`config.mk`:
```
export PLATFORM = sky130hd
export DESIGN_NAME = slot_state_ctrl_flat
export DESIGN_NICKNAME = d
export VERILOG_FILES = /design/src/rtl/slot_state_ctrl_if.sv /design/src/rtl/slot_state_ctrl.sv /design/src/flat_wrapper.sv
export SDC_FILE = /design/constraint.sdc
export NUM_CORES = 1
export LEC_CHECK = 0
export CAP_MARGIN = 20
export CORE_MARGIN = 5
export CORE_UTILIZATION = 37
export DETAILED_ROUTE_END_ITERATION = 7
export GPL_ROUTABILITY_DRIVEN = 0
export PLACE_DENSITY = 0.88
export SYNTH_ARGS = -nofsm -noshare
export SYNTH_HDL_FRONTEND = slang
export SYNTH_SLANG_ARGS = --single-unit
export TNS_END_PERCENT = 10
```
`constraint.sdc`:
```
create_clock -name clk -period 3.1 [get_ports clk]
set_input_delay 0.93 -clock clk [delete_from_list [all_inputs] [get_ports clk]]
set_output_delay 0.93 -clock clk [all_outputs]
set_load 0.03 [all_outputs]
```
`src/rtl/slot_state_ctrl_if.sv`:
```
`default_nettype none
// ----------------------------------------------------------------------------
// Module  : slot_state_ctrl_if
// Purpose : Host configuration bus into the slot-state controller.
// Revision: 1.0
// ----------------------------------------------------------------------------
interface slot_state_ctrl_if #(
  parameter int AW = 10,
  parameter int DW = 14
);
  logic          cfg_req;
  logic          cfg_wr;
  logic [AW-1:0] cfg_addr;
  logic [DW-1:0] cfg_wdata;
  logic          cfg_gnt;
  logic          cfg_rvalid;
  logic [DW-1:0] cfg_rdata;

  modport master (
    output cfg_req, cfg_wr, cfg_addr, cfg_wdata,
    input  cfg_gnt, cfg_rvalid, cfg_rdata
  );

  modport slave (
    input  cfg_req, cfg_wr, cfg_addr, cfg_wdata,
    output cfg_gnt, cfg_rvalid, cfg_rdata
  );
endinterface
`default_nettype wire

```
`src/rtl/slot_state_ctrl.sv`:
```
`default_nettype none
// ----------------------------------------------------------------------------
// Module  : slot_state_ctrl
// Purpose : Owns the slot-state RAM port; arbitrates host access against a
//           per-frame read-modify-write aging sweep of every slot entry.
// Revision: 1.0
// ----------------------------------------------------------------------------
module slot_state_ctrl #(
  parameter int N_SLOTS = 10,
  parameter int AW      = 10,
  parameter int DW      = 14,
  parameter int LIFE_W  = 4
) (
  input  wire logic          clk,
  input  wire logic          rst,
  input  wire logic          frame_start_i,
  slot_state_ctrl_if.slave   cfg,
  output logic               ram_wen_o,
  output logic [AW-1:0]      ram_addr_o,
  output logic [DW-1:0]      ram_wdata_o,
  input  wire logic [DW-1:0] ram_rdata_i,
  output logic               sweep_busy_o,
  output logic               sweep_done_o,
  output logic               sweep_overrun_o
);

  typedef enum logic [1:0] {
    IDLE  = 2'd0,
    SW_RD = 2'd1,
    SW_WB = 2'd2,
    CFG   = 2'd3
  } state_t;

  state_t        state_q, state_d;
  logic [AW-1:0] slot_q, slot_d;
  logic          pending_q, pending_d;
  logic          busy_q, done_q, overrun_q, rvalid_q;

  logic              w_host;
  logic              w_last;
  logic [LIFE_W-1:0] w_life;
  logic [DW-1:0]     w_aged;

  assign w_host = cfg.cfg_req && (state_q == IDLE || state_q == CFG);
  assign w_last = (slot_q == AW'(N_SLOTS - 1));
  assign w_life = ram_rdata_i[LIFE_W-1:0];

  // Expired entries keep their node id so the host can still see who left.
  always_comb begin
    w_aged = ram_rdata_i;
    if (ram_rdata_i[DW-1]) begin
      if (w_life > LIFE_W'(1)) begin
        w_aged[LIFE_W-1:0] = w_life - LIFE_W'(1);
      end else begin
        w_aged[DW-1]       = 1'b0;
        w_aged[LIFE_W-1:0] = '0;
      end
    end
  end

  always_comb begin
    state_d   = state_q;
    slot_d    = slot_q;
    pending_d = pending_q;
    case (state_q)
      IDLE: begin
        if (cfg.cfg_req) begin
          if (frame_start_i) pending_d = 1'b1;
        end else if (frame_start_i || pending_q) begin
          state_d   = SW_RD;
          slot_d    = '0;
          pending_d = 1'b0;
        end
      end
      SW_RD: state_d = SW_WB;
      SW_WB: begin
        if (w_last) begin
          state_d = IDLE;
          slot_d  = '0;
        end else begin
          state_d = cfg.cfg_req ? CFG : SW_RD;
          slot_d  = slot_q + AW'(1);
        end
      end
      CFG:     state_d = SW_RD;
      default: state_d = IDLE;
    endcase
  end

  always_ff @(posedge clk or posedge rst) begin
    if (rst) begin
      state_q   <= IDLE;
      slot_q    <= '0;
      pending_q <= 1'b0;
      busy_q    <= 1'b0;
      done_q    <= 1'b0;
      overrun_q <= 1'b0;
      rvalid_q  <= 1'b0;
    end else begin
      state_q   <= state_d;
      slot_q    <= slot_d;
      pending_q <= pending_d;
      busy_q    <= (state_d != IDLE);
      done_q    <= (state_q == SW_WB) && w_last;
      overrun_q <= frame_start_i && ((state_q != IDLE) || pending_q);
      rvalid_q  <= w_host && !cfg.cfg_wr;
    end
  end

  // RAM port mux: host address only in its granted cycle, sweep owns the rest.
  always_comb begin
    ram_wen_o   = 1'b0;
    ram_addr_o  = '0;
    ram_wdata_o = '0;
    if (w_host) begin
      ram_wen_o  = cfg.cfg_wr;
      ram_addr_o = cfg.cfg_addr;
      if (cfg.cfg_wr) ram_wdata_o = cfg.cfg_wdata;
    end else if (state_q == SW_RD) begin
      ram_addr_o = slot_q;
    end else if (state_q == SW_WB) begin
      ram_wen_o   = 1'b1;
      ram_addr_o  = slot_q;
      ram_wdata_o = w_aged;
    end
  end

  assign cfg.cfg_gnt    = w_host;
  assign cfg.cfg_rvalid = rvalid_q;
  assign cfg.cfg_rdata  = rvalid_q ? ram_rdata_i : '0;

  assign sweep_busy_o    = busy_q;
  assign sweep_done_o    = done_q;
  assign sweep_overrun_o = overrun_q;

endmodule
`default_nettype wire

```
`src/flat_wrapper.sv`:
```
// flat-port wrapper written by rule: the top's interface ports become plain ports
module slot_state_ctrl_flat 
#(
  parameter int N_SLOTS = 10,
  parameter int AW      = 10,
  parameter int DW      = 14,
  parameter int LIFE_W  = 4
)
  (clk, rst, frame_start_i, ram_wen_o, ram_addr_o, ram_wdata_o, ram_rdata_i, sweep_busy_o, sweep_done_o, sweep_overrun_o, cfg_cfg_req, cfg_cfg_wr, cfg_cfg_addr, cfg_cfg_wdata, cfg_cfg_gnt, cfg_cfg_rvalid, cfg_cfg_rdata);
  slot_state_ctrl_if #(.AW(AW), .DW(DW)) cfg_i ();
  input  wire logic clk;
  input  wire logic rst;
  input  wire logic frame_start_i;
  output logic ram_wen_o;
  output logic [AW-1:0] ram_addr_o;
  output logic [DW-1:0] ram_wdata_o;
  input  wire logic [DW-1:0] ram_rdata_i;
  output logic sweep_busy_o;
  output logic sweep_done_o;
  output logic sweep_overrun_o;
  input wire logic [$bits(cfg_i.cfg_req)-1:0] cfg_cfg_req;
  input wire logic [$bits(cfg_i.cfg_wr)-1:0] cfg_cfg_wr;
  input wire logic [$bits(cfg_i.cfg_addr)-1:0] cfg_cfg_addr;
  input wire logic [$bits(cfg_i.cfg_wdata)-1:0] cfg_cfg_wdata;
  output wire logic [$bits(cfg_i.cfg_gnt)-1:0] cfg_cfg_gnt;
  output wire logic [$bits(cfg_i.cfg_rvalid)-1:0] cfg_cfg_rvalid;
  output wire logic [$bits(cfg_i.cfg_rdata)-1:0] cfg_cfg_rdata;
  assign cfg_i.cfg_req = cfg_cfg_req;
  assign cfg_i.cfg_wr = cfg_cfg_wr;
  assign cfg_i.cfg_addr = cfg_cfg_addr;
  assign cfg_i.cfg_wdata = cfg_cfg_wdata;
  assign cfg_cfg_gnt = cfg_i.cfg_gnt;
  assign cfg_cfg_rvalid = cfg_i.cfg_rvalid;
  assign cfg_cfg_rdata = cfg_i.cfg_rdata;
  slot_state_ctrl #(.N_SLOTS(N_SLOTS), .AW(AW), .DW(DW), .LIFE_W(LIFE_W)) u_core (.clk(clk), .rst(rst), .frame_start_i(frame_start_i), .cfg(cfg_i), .ram_wen_o(ram_wen_o), .ram_addr_o(ram_addr_o), .ram_wdata_o(ram_wdata_o), .ram_rdata_i(ram_rdata_i), .sweep_busy_o(sweep_busy_o), .sweep_done_o(sweep_done_o), .sweep_overrun_o(sweep_overrun_o));
endmodule
```
==> flow_metrics.env, run 1 <==
export IMPL_outcome="complete, no violations"
export IMPL_yosys_top_cells_area="dfrtp_1, a22o_1, ha_1"
export IMPL_worst_slack_ns=0.0339
export IMPL_final_common_cell="buf_4"
export IMPL_drive_above_1_share=0.341
export IMPL_ys_warnings_count=0
export IMPL_synth_nets=215
export IMPL_antenna_found_initial=0
export IMPL_dpl_cell_count=306
export IMPL_multi_input_area_um2=946
export IMPL_holdPathEnd="u_core.sweep_overrun_o"
export IMPL_worst_pin_slew_ns=0.633
export IMPL_insertion_delay_ns=0.26
export IMPL_hpwl_um=3450
export IMPL_drc=0
export IMPL_clock_sinks=17
export IMPL_cts_tree="yes"
export IMPL_drv_slew=0
export IMPL_drtIter0Drc=146
export IMPL_rsz0062_at_grt="yes"
export IMPL_synth_seq_cells=17
export IMPL_worstReg2RegEnd="u_core.slot_q[9]"
export IMPL_critPathArrivalTime_ns=2.14
export IMPL_area_growth_pct=85.4
export IMPL_initial_utilization=0.379
export IMPL_hold_viol_final=0
export IMPL_wirelength_um=4830
export IMPL_path_clk_slew_ns=0.06
export IMPL_cts_max_path_buffers=2
export IMPL_r2r_cells=6
export IMPL_grt_max_degree=22
export IMPL_diodes=0
export IMPL_worstHoldStart="u_core.pending_q"
export IMPL_cts_buffers_inserted=3
export IMPL_end_kind="primary output"
export IMPL_fillerInstances=279
export IMPL_max_stage_delay_ns=0.29
export IMPL_met3_length_um=298
export IMPL_p_leak_nw=1.20
export IMPL_grt_pass1_wl_um=7500
export IMPL_num_io_pins=87
export IMPL_grt_total_usage=0.182
export IMPL_cts_hold_buf=0
export IMPL_ys_types=35
export IMPL_required_ns=2.17
export IMPL_critPathMaxFanout=4
export IMPL_final_cell_count_no_fill=321
export IMPL_final_cell_mix="buf_4, clkdlybuf4s50_1, a22o_1, dfrtp_1, and2_1"
export IMPL_ir_drop_uv=499
export IMPL_yosysSeqAreaShare=0.309
export IMPL_period_needed_ns=3.07
export IMPL_relSlewSlack=0.578
export IMPL_antenna_left=0
export IMPL_fmax_mhz=326
export IMPL_drv_cap=0
export IMPL_grt_pass1_vias=1569
export IMPL_vias=1673
export IMPL_crit_path_start_kind="primary input"
export IMPL_ff_latch_area_um2=425
export IMPL_synth_top_area_frac=0.309
export IMPL_gr_total_overflow=0
export IMPL_viasPerCell=5.21
export IMPL_postPlaceCellArea_mm2=0.00233
export IMPL_synth_area_mm2=0.00138
export IMPL_worstHoldPathCells=2
export IMPL_dieWidth_um=71.0
export IMPL_dieHeight_um=71.0
export IMPL_port_buffer_count=86
export IMPL_top_layer="met4"
export IMPL_post_route_cell_area_mm2=0.00256
export IMPL_postSynthCellCount=163
export IMPL_r2r_start="u_core.state_q[0]"
export IMPL_dr_pass1_iters=4
export IMPL_cp_cell_sequence="dlygate4sd2_1, buf_4, nor3_1, nand3_1, a32o_2, buf_6"
export IMPL_dp_slack_ns=-0.395
export IMPL_post_drt_wl_per_cell_um=15.1
export IMPL_htreeDepth=1
export IMPL_finalCritPeriodShare=0.989
export IMPL_dieArea_mm2=0.00505
export IMPL_final_util=0.704
export IMPL_slowest_stage="a32o_2"
export IMPL_p_per_area_mw_per_mm2=721
export IMPL_nets=326
export IMPL_synth_area_per_cell_um2=8.46
export IMPL_wl_met2_um=2500
export IMPL_wl_met1_um=1930
export IMPL_root_buffer="clkbuf_8"
export IMPL_setup_viol_count_final=0
export IMPL_r2r_slack_ns=1.12
export IMPL_crit_type="in -> out"
export IMPL_finClkSkew_ns=0.00558
export IMPL_core_mm2=0.00363
export IMPL_rows=22
export IMPL_hold_path_class="reg -> reg"
export IMPL_synth_top_cell_by_area="dfrtp_1"
[final cells by class]
type | count | area share
repair buffers | 114 | 0.400
flip-flops and latches | 17 | 0.166
multi-input cells | 125 | 0.370
well taps | 48 | 0.0235
clock buffers | 3 | 0.0162
clock inverters | 1 | 0.00196
inverters | 13 | 0.0220
[worst max path at each step]
stage	from	to	slack [ns]	cells past startpoint
after floorplan	cfg_cfg_req	ram_wdata_o[13]	0.02	5
after global placement	ram_rdata_i[0]	ram_wdata_o[3]	-0.35	8
after detailed placement	ram_rdata_i[0]	ram_wdata_o[3]	-0.40	8
after CTS	ram_rdata_i[0]	ram_wdata_o[1]	0.009	10
after global routing	ram_rdata_i[2]	ram_wdata_o[3]	-0.02	6
final	ram_rdata_i[2]	ram_wdata_o[3]	0.03	6
[sequential cells by signal, summed over array words and instances, names as in the netlist]
name	count
u_core.state_q	2
u_core.pending_q	1
u_core.sweep_overrun_o	1
u_core.slot_q	10
u_core.sweep_busy_o	1
u_core.sweep_done_o	1
u_core.cfg.cfg_rvalid	1
[critical path: cells and delay by family]
kind / cells / cell delay, ns
AOI/OAI and AO/OA: 1 / 0.29
and+or+nand+nor: 2 / 0.33
buffers and inverters: 3 / 0.59
[metal layers]
layer | vias to the layer above | global-route usage
li1 | 823 | -
met1 | 785 | 0.215
met2 | 59 | 0.331
met3 | 6 | 0.0426
met4 | 0 | 0.0438
met5 | - | 0
[metrics by stage]
stage                     TNS [ns]  power, mW  hold slack [ns]
after global routing       -0.0561       1.96            0.576
after detailed placement     -3.80       1.59            0.547
after floorplan                  0       1.06            0.513
after global placement       -3.79       1.58            0.540
final                            0       1.84            0.552
after CTS                        0       1.82            0.557
[synth_stat cells]
library cell,count
a41oi_1,1
a21oi_2,1
or3_1,6
a21oi_1,10
nor4_1,1
and2_1,14
buf_2,4
or4_4,1
a21boi_0,1
nor3_1,6
and2_0,1
nor2_1,7
nand4_1,2
inv_1,13
o21ai_0,12
o22ai_1,2
dfrtp_1,17
mux2i_1,2
nand2b_1,2
a21o_1,1
clkbuf_1,4
and4_2,1
o41ai_1,1
o21ba_2,1
a22o_1,21
a32o_1,1
o21a_1,1
nand4_4,1
ha_1,9
nand3_1,3
and4_4,1
or3_2,1
nand2_1,10
o31ai_1,3
nor2b_1,1
[cells by family (layout without fill, tap and decap cells)]
group | count (synthesis) | count (layout) | share of synthesized area
muxes | 2 | 2 | 0.0145
and+or+nand+nor | 58 | 58 | 0.246
buffers and inverters | 21 | 131 | 0.0608
AOI/OAI and AO/OA | 56 | 56 | 0.289
adders and majority gates | 9 | 9 | 0.0817
DFF | 17 | 17 | 0.309
[report_power, final]
| part | internal [mW] | switching, mW | total (mW) |
|---|---|---|---|
| Combinational | 0.595 | 0.760 | 1.36 |
| Sequential | 0.265 | 0.0549 | 0.320 |
| Clock | 0.0893 | 0.0772 | 0.167 |
| Total | 0.950 | 0.893 | 1.84 |
[what timing repair did]
action	in CTS	in global routing
pin swaps	6	5
cloned	1	0
buffers inserted	11	0
gates resized for setup	34	12
setup endpoints to repair	25	14
hold endpoints to repair	0	0
(Power assumes the default switching activity.)
==> run 2, diff against run 1 <==
Settings changed: CORE_UTILIZATION 37 to 40, PLACE_DENSITY 0.88 to 0.94.
Clock period 3.1 ns to 3.8 ns, I/O delays scaled along.
==> run 2 against run 1 <==
Routed wire length fell by 2.9%. Sequential cell count is the same. Total power shrank 25%. Sequential power is 18% lower. Register-to-register slack better by 0.41 ns. Critical path type unchanged. Highest routed layer unchanged.
==> flow_metrics.env, run 2 (synthesis gave the netlist of run 1 again) <==
export IMPL_finClkSkew_ns=0.00209
export IMPL_initial_utilization=0.413
export IMPL_r2r_slack_ns=1.53
export IMPL_final_common_cell="clkdlybuf4s50_1"
export IMPL_diodes=0
export IMPL_cts_buffers_inserted=3
export IMPL_grt_max_degree=18
export IMPL_p_per_area_mw_per_mm2=588
export IMPL_htreeDepth=1
export IMPL_ir_drop_uv=331
export IMPL_dieArea_mm2=0.00472
export IMPL_grt_pass1_vias=1431
export IMPL_hold_ws_ns=0.564
export IMPL_relSlewSlack=0.458
export IMPL_drive_above_1_share=0.205
export IMPL_worst_pin_slew_ns=0.790
export IMPL_fmax_mhz=267
export IMPL_final_cell_mix="clkdlybuf4s50_1, buf_4, a22o_1, dfrtp_1, and2_1"
export IMPL_drtIter0Drc=86
export IMPL_antenna_left=0
export IMPL_regMostFlops="u_core.slot_q"
export IMPL_critPathArrivalTime_ns=2.60
export IMPL_rsz0062_at_grt="yes"
export IMPL_dieWidth_um=68.7
export IMPL_grt_pass1_wl_um=6600
export IMPL_antenna_found_initial=0
export IMPL_setup_viol_count_final=0
export IMPL_critPathMaxFanout=8
export IMPL_port_buffer_count=86
export IMPL_dieHeight_um=68.7
export IMPL_top_regs="u_core.slot_q x10, u_core.state_q x2"
export IMPL_power_mw=1.38
export IMPL_path_clk_slew_ns=0.09
export IMPL_area_growth_pct=70.7
export IMPL_wirelength_um=4690
export IMPL_root_buffer="clkbuf_4"
export IMPL_rows=21
export IMPL_dr_pass1_iters=4
export IMPL_cts_max_path_buffers=2
export IMPL_outcome="complete, no violations"
export IMPL_num_io_pins=87
export IMPL_p_leak_nw=1.06
export IMPL_finalCritPeriodShare=0.985
export IMPL_end_kind="primary output"
export IMPL_drv_cap=0
export IMPL_nets=311
export IMPL_gr_total_overflow=0
export IMPL_largest_reg_flops=10
export IMPL_hpwl_um=3650
export IMPL_worst_slack_ns=0.0573
export IMPL_drv_slew=0
export IMPL_period_needed_ns=3.74
export IMPL_required_ns=2.66
export IMPL_clock_sinks=17
export IMPL_post_drt_wl_per_cell_um=15.4
export IMPL_insertion_delay_ns=0.29
export IMPL_hold_path_class="reg -> reg"
export IMPL_vias=1599
export IMPL_core_mm2=0.00334
export IMPL_hold_viol_final=0
export IMPL_grt_total_usage=0.182
export IMPL_viasPerCell=5.26
export IMPL_dp_slack_ns=-0.0834
export IMPL_drc=0
export IMPL_crit_type="in -> out"
export IMPL_crit_path_start_kind="primary input"
export IMPL_cts_tree="yes"
==> run 2: cell count changes in the layout (fill, tap and decap cells not counted), moves of 2 or more <==
| cell | previous run | this run |
|---|---|---|
| clkbuf_8 | 3 | 0 |
| ha_4 | 2 | 0 |
| clkdlybuf4s50_1 | 40 | 58 |
| ha_1 | 7 | 9 |
| dlygate4sd2_1 | 4 | 2 |
| buf_4 | 59 | 36 |
| clkbuf_4 | 0 | 3 |
| buf_6 | 7 | 1 |
==> run 2: metrics by stage <==
| step | instances | area [µm²] | util | setup TNS [ns] |
|---|---|---|---|---|
| after floorplan | 163 | 1380 | - | 0 |
| after global placement | 297 | 2300 | 0.688 | -0.0747 |
| after detailed placement | 297 | 2300 | 0.688 | -0.236 |
| after CTS | 301 | 2330 | 0.697 | 0 |
| after global routing | 304 | 2350 | 0.705 | -0.0180 |
| final | 304 | 2350 | 0.705 | 0 |
==> run 2: final timing paths <==
check / depth (start not counted) / to / start
setup reg to reg: 5 / u_core.slot_q[4] / u_core.state_q[0]
max in group asynchronous: 2 / u_core.sweep_busy_o / rst
hold / removal: 2 / u_core.pending_q / u_core.pending_q
min in group asynchronous: 2 / u_core.pending_q / rst
hold reg to reg: 2 / u_core.pending_q / u_core.pending_q
setup / recovery: 8 / ram_wdata_o[9] / cfg_cfg_req
==> run 2: critical path: stages <==
cell and delay (ns):
clkdlybuf4s50_1 0.48, nand2b_1 0.11, inv_2 0.10, nor3_1 0.05, buf_4 0.16, buf_4 0.15
a22o_1 0.24, buf_4 0.17
==> run 2: layout make-up <==
class	count	area, µm²
fill	255	983
timing repair buffer	99	920
multi-input combinational	125	876
sequential	17	425
tap	46	57.6
inverter	13	48.8
clock buffer	4	26.3
==> run 2: repair_timing <==
| action | CTS | global route |
|---|---|---|
| hold buffers | 0 | 0 |
| pin swaps | 2 | 0 |
| setup buffers | 0 | 3 |
| resized for setup | 5 | 3 |
| setup endpoints to repair | 3 | 3 |
==> run 2: layer usage <==
layer,part of all wire,track usage,wire length [µm],vias up
li1,-,-,-,796
met1,0.40,0.225,1870,754
met2,0.52,0.319,2430,45
met3,0.070,0.0421,329,4
met4,0.012,0.0438,54,0
met5,0,0,0,-
==> run 2: report_power, final <==
group          switching (mW)  internal, mW
Sequential             0.0449         0.216
Clock                  0.0537        0.0408
Combinational           0.597         0.431
==> run 3, diff against run 2 <==
Settings changed: ABC_CLOCK_PERIOD_IN_PS set to 3800.
==> results of run 3 <==
The final DEF is identical to that of run 2; final timing and power are the same.
